==> src/rtl/display_scheduler.sv <==
// -----------------------------------------------------------------------------
// display_scheduler
//
// Chooses which two's-complement value drives the 4-digit seven-segment path.
// Three sources share the display, lowest to highest priority:
//   credit - live balance, shown whenever no overlay is active
//   bet    - timed overlay, HOLD_TICKS tick pulses long
//   win    - timed, blinking overlay; may hold one bet pending behind it
//
// Ports
//   clk          system clock
//   rst_n        synchronous reset, active low
//   tick         one-cycle timing strobe; all hold and blink timing counts these
//   credit       live credit balance
//   bet_req      one-cycle pulse: show bet_val
//   bet_val      bet amount, sampled only when bet_req=1
//   win_req      one-cycle pulse: show win_val
//   win_val      win amount, sampled only when win_req=1
//   clear        abort all overlays and drop any pending bet
//   disp_number  registered value to display
//   disp_blank   registered blank flag (blink off phase of a win)
//   disp_src     registered source code: 0 credit, 1 bet, 2 win
//   busy         registered: overlay shown or bet pending
// -----------------------------------------------------------------------------
module display_scheduler #(
  parameter int WIDTH       = 11,
  parameter int HOLD_TICKS  = 4,
  parameter int BLINK_TICKS = 1
) (
  input  logic                    clk,
  input  logic                    rst_n,
  input  logic                    tick,
  input  logic signed [WIDTH-1:0] credit,
  input  logic                    bet_req,
  input  logic signed [WIDTH-1:0] bet_val,
  input  logic                    win_req,
  input  logic signed [WIDTH-1:0] win_val,
  input  logic                    clear,
  output logic signed [WIDTH-1:0] disp_number,
  output logic                    disp_blank,
  output logic [1:0]              disp_src,
  output logic                    busy
);

  localparam logic [1:0] CREDIT = 2'd0;
  localparam logic [1:0] BET    = 2'd1;
  localparam logic [1:0] WIN    = 2'd2;

  localparam logic [7:0] HOLD_INIT  = 8'(HOLD_TICKS);
  localparam logic [7:0] BLINK_INIT = 8'(BLINK_TICKS);

  logic [1:0]              state;
  logic [7:0]              hold_cnt;
  logic [7:0]              blink_cnt;
  logic                    pending;
  logic signed [WIDTH-1:0] bet_lat;
  logic signed [WIDTH-1:0] win_lat;

  logic [1:0]              state_nxt;
  logic [7:0]              hold_nxt;
  logic [7:0]              blink_nxt;
  logic                    pending_nxt;
  logic                    blank_nxt;
  logic signed [WIDTH-1:0] bet_nxt;
  logic signed [WIDTH-1:0] win_nxt;
  logic signed [WIDTH-1:0] number_nxt;
  logic                    advance;

  // Next-state decision: requests first, then tick-driven timing
  always_comb begin
    state_nxt   = state;
    hold_nxt    = hold_cnt;
    blink_nxt   = blink_cnt;
    pending_nxt = pending;
    blank_nxt   = disp_blank;
    bet_nxt     = bet_lat;
    win_nxt     = win_lat;
    advance     = 1'b0;

    if (clear) begin
      state_nxt   = CREDIT;
      pending_nxt = 1'b0;
      blank_nxt   = 1'b0;
    end else if (win_req) begin
      // Entering or restarting WIN; an interrupted bet is simply dropped.
      win_nxt   = win_val;
      state_nxt = WIN;
      hold_nxt  = HOLD_INIT;
      blink_nxt = BLINK_INIT;
      blank_nxt = 1'b0;
      if (bet_req) begin
        bet_nxt     = bet_val;
        pending_nxt = 1'b1;
      end
    end else if (bet_req && state != WIN) begin
      bet_nxt   = bet_val;
      state_nxt = BET;
      hold_nxt  = HOLD_INIT;
      blank_nxt = 1'b0;
    end else begin
      // A bet arriving during WIN is queued; WIN timing keeps running.
      if (bet_req) begin
        bet_nxt     = bet_val;
        pending_nxt = 1'b1;
      end
      advance = 1'b1;
    end

    if (advance && tick && state != CREDIT) begin
      if (hold_cnt == 8'd1) begin
        // Overlay expires. A bet queued this very cycle is still honoured,
        // so it can never be left pending while CREDIT is shown.
        blank_nxt = 1'b0;
        if (state == WIN && pending_nxt) begin
          state_nxt   = BET;
          hold_nxt    = HOLD_INIT;
          pending_nxt = 1'b0;
        end else begin
          state_nxt = CREDIT;
        end
      end else begin
        hold_nxt = hold_cnt - 8'd1;
        if (state == WIN) begin
          if (blink_cnt == 8'd1) begin
            blink_nxt = BLINK_INIT;
            blank_nxt = ~disp_blank;
          end else begin
            blink_nxt = blink_cnt - 8'd1;
          end
        end
      end
    end

    case (state_nxt)
      BET:     number_nxt = bet_nxt;
      WIN:     number_nxt = win_nxt;
      default: number_nxt = credit;
    endcase
  end

  // Register stage: state, counters, latched values and all outputs
  always_ff @(posedge clk) begin
    if (!rst_n) begin
      state       <= CREDIT;
      hold_cnt    <= 8'd0;
      blink_cnt   <= 8'd0;
      pending     <= 1'b0;
      bet_lat     <= '0;
      win_lat     <= '0;
      disp_number <= '0;
      disp_blank  <= 1'b0;
      busy        <= 1'b0;
    end else begin
      state       <= state_nxt;
      hold_cnt    <= hold_nxt;
      blink_cnt   <= blink_nxt;
      pending     <= pending_nxt;
      bet_lat     <= bet_nxt;
      win_lat     <= win_nxt;
      disp_number <= number_nxt;
      disp_blank  <= blank_nxt;
      busy        <= (state_nxt != CREDIT) || pending_nxt;
    end
  end

  assign disp_src = state;

endmodule

==> config.mk <==
export PLATFORM = sky130hd
export DESIGN_NAME = display_scheduler
export DESIGN_NICKNAME = d
export VERILOG_FILES = /design/src/rtl/display_scheduler.sv
export SDC_FILE = /design/constraint.sdc
export NUM_CORES = 1
export LEC_CHECK = 0
export CAP_MARGIN = 20
export CORE_MARGIN = 3
export CORE_UTILIZATION = 35
export CTS_CLUSTER_DIAMETER = 150
export DETAILED_ROUTE_END_ITERATION = 10
export GPL_TIMING_DRIVEN = 0
export REMOVE_ABC_BUFFERS = 1
export SLEW_MARGIN = 10
export SYNTH_ARGS = -nofsm -noshare
export SYNTH_HDL_FRONTEND = slang
export SYNTH_SLANG_ARGS = --single-unit
==> constraint.sdc <==
create_clock -name clk -period 8.9 [get_ports clk]
set_input_delay 2.67 -clock clk [delete_from_list [all_inputs] [get_ports clk]]
set_output_delay 2.67 -clock clk [all_outputs]
set_load 0.01 [all_outputs]
==> out/qor.csv <==
metric,value,unit
Worst VDD drop,0.09260,mV
# hold bufs at CTS,0,
DIE AREA,8411,µm²
routability congestion estimate,0.8165,
clk sinks,54,
aggregate negative setup slack,0,ns
Sequential cell area,1081,µm²
CP max FO,22,
total global-route track usage,0.1408,
P per Cell Area,151.8,nW/µm²
Synth cell types,49,
Initial Util,0.3703,
Slew @ Worst Pin,0.7875,ns
syn_area_per_cell,9.150,µm²
"FF+latch count, synth",54,
CP Class,input port to flop,
Multi-input gate area,1410,µm²
highest clock rate,0.1847,GHz
Vias/cell,5.051,
initial antenna violation count,0,
drt first-iter violations,121,
DRC,0,
CTS tree,yes,
Post-Syn Instances,281,
crit end category,flop,
"Req. time, crit path",9.11,ns
"most common cell after layout, fill and taps aside",dfxtp_1,
leakage,1.213,nW
period utilization,0.6082,
first-pass GRT wire length,9687,µm
die height,91.71,µm
fin nets,377,
DR pass1 iterations,4,
Layout fillers,677,
vias,2162,
I/O pin count,54,
final worst path period need,5.413,ns
final hold vios,0,
final WL,5799,µm
post-CTS resize count,0,
worst relative slew slack,0.4734,
synth-to-layout area growth,29.05,%
final hold slack,0.4963,ns
TritonCTS Buffers,5,
RSZ-0062 raised after global routing,false,
Post-CTS Repair Setup Buffers,0,
"Seq/Total Area, Yosys",0.4204,
"Remaining Overflow, GRT",0,
Worst EP arrival,5.62,ns
Post-synth ARST share,0,
DIE WIDTH,91.71,µm
pin count of the biggest net entering global routing,35,
Max Slew Vio Count,0,
Max Root-Sink Buffers,2,
Max Cap Viol,0,
vias in the first global route,1980,
# diodes,0,
dpl hpwl,4110,µm
Layout Skew,0.007870,ns
Avg WL per Cell,13.55,µm
number of core rows,30,
H-tree Lvls,2,
crit path launch type,input port,
IO buf count,53,
register clock-pin slew on the reported worst setup and hold paths,0.10,ns
CTS Root Cell,clkbuf_8,
"EDFF count, synth",0,
layout cells sized above 1,0.1265,
Core ar.,6944,µm²
most frequent cells in the layout,"dfxtp_1, clkdlybuf4s50_1, nor2_1, a21oi_1, mux2_2",
worst skew pair latency,0.30,ns
status,"complete, no violations",
yosys warns,0,
Post-synth top flop,dfxtp_1,
setup violators final,0,
Mapped Area,2571,µm²
Detail Route Antenna Nets,0,
HP Class,flop to flop,
## cells by family after synthesis
group                      count (synthesis)  synth area share
and+or+nand+nor                          115            0.2443
AOI/OAI and AO/OA                         58            0.1606
DFF                                       54            0.4204
muxes                                     26            0.1085
buffers and inverters                     21           0.03212
adders and majority gates                  7           0.03406
## critical path, cell delays in order
cell             delay [ns]
clkdlybuf4s50_1        0.63
nor2_4                 0.25
o2111ai_2              0.30
nor2_1                 0.29
mux2_2                 0.40
ha_1                   0.72
nor2_1                 0.11
a211oi_1               0.25
## final cells by class
| class | count | share of cell area |
|---|---|---|
| Sequential cell | 54 | 0.3258 |
| Tap cell | 96 | 0.03620 |
| Multi-Input combinational cell | 206 | 0.4250 |
| Timing Repair Buffer | 56 | 0.1712 |
| Clock inverter | 3 | 0.01207 |
| Inverter | 8 | 0.009050 |
| Clock buffer | 5 | 0.02074 |
## synthesized netlist by cell type, types with 4 or more instances
cell	n	area share
dfxtp_1	54	0.42
nor2_1	35	0.051
a21oi_1	19	0.037
mux2_2	15	0.066
and2_1	13	0.032
a211oi_1	12	0.035
nand2_1	12	0.018
nor2b_1	12	0.029
mux2i_1	11	0.043
clkbuf_1	10	0.015
ha_1	7	0.034
inv_1	7	0.010
nor4_1	7	0.017
nand3_1	6	0.012
nor3_1	6	0.012
o21ai_0	5	0.0097
a31oi_1	4	0.0097
## report_power, final
part	switching, mW	internal (mW)	leakage [nW]	total (mW)
sequential	0.00427	0.253	0.442	0.257
combinational	0.0368	0.0454	0.713	0.0823
clock	0.0811	0.0830	0.0579	0.164
total	0.122	0.381	1.21	0.504
## through the flow
step	instances	util	setup WS [ns]	area, µm²	power, mW
after floorplan	268	-	4.312	2519	0.3046
after global placement	417	0.4564	3.182	3169	0.3437
after detailed placement	418	0.4589	3.182	3187	0.3453
final	428	0.4778	3.487	3318	0.5036
after global routing	428	0.4778	3.245	3318	0.5277
after CTS	426	0.4746	3.484	3296	0.5096
## final timing paths
check	start	end	slack [ns]	depth (start not counted)
setup / recovery	clear	disp_number[0]	3.49	8
hold / removal	blink_cnt[7]	blink_cnt[7]	0.50	2
hold reg to reg	blink_cnt[7]	blink_cnt[7]	0.50	2
setup reg to reg	hold_cnt[0]	disp_number[0]	5.68	8
## sequential cells by signal, summed over array words and instances (netlist names)
signal	cells
disp_src	2
bet_lat	11
pending	1
busy	1
blink_cnt	8
hold_cnt	8
win_lat	11
disp_number	11
disp_blank	1
## layer usage
metal / GRT usage / share of wire / vias to the layer above
met2: 0.2270 / 0.47 / 50
met3: 0.03035 / 0.045 / 4
li1: - / - / 1105
met1: 0.1894 / 0.48 / 1003
met5: 0 / 0 / -
met4: 0.04084 / 0.011 / 0
Power figures use the tool's default switching activity.
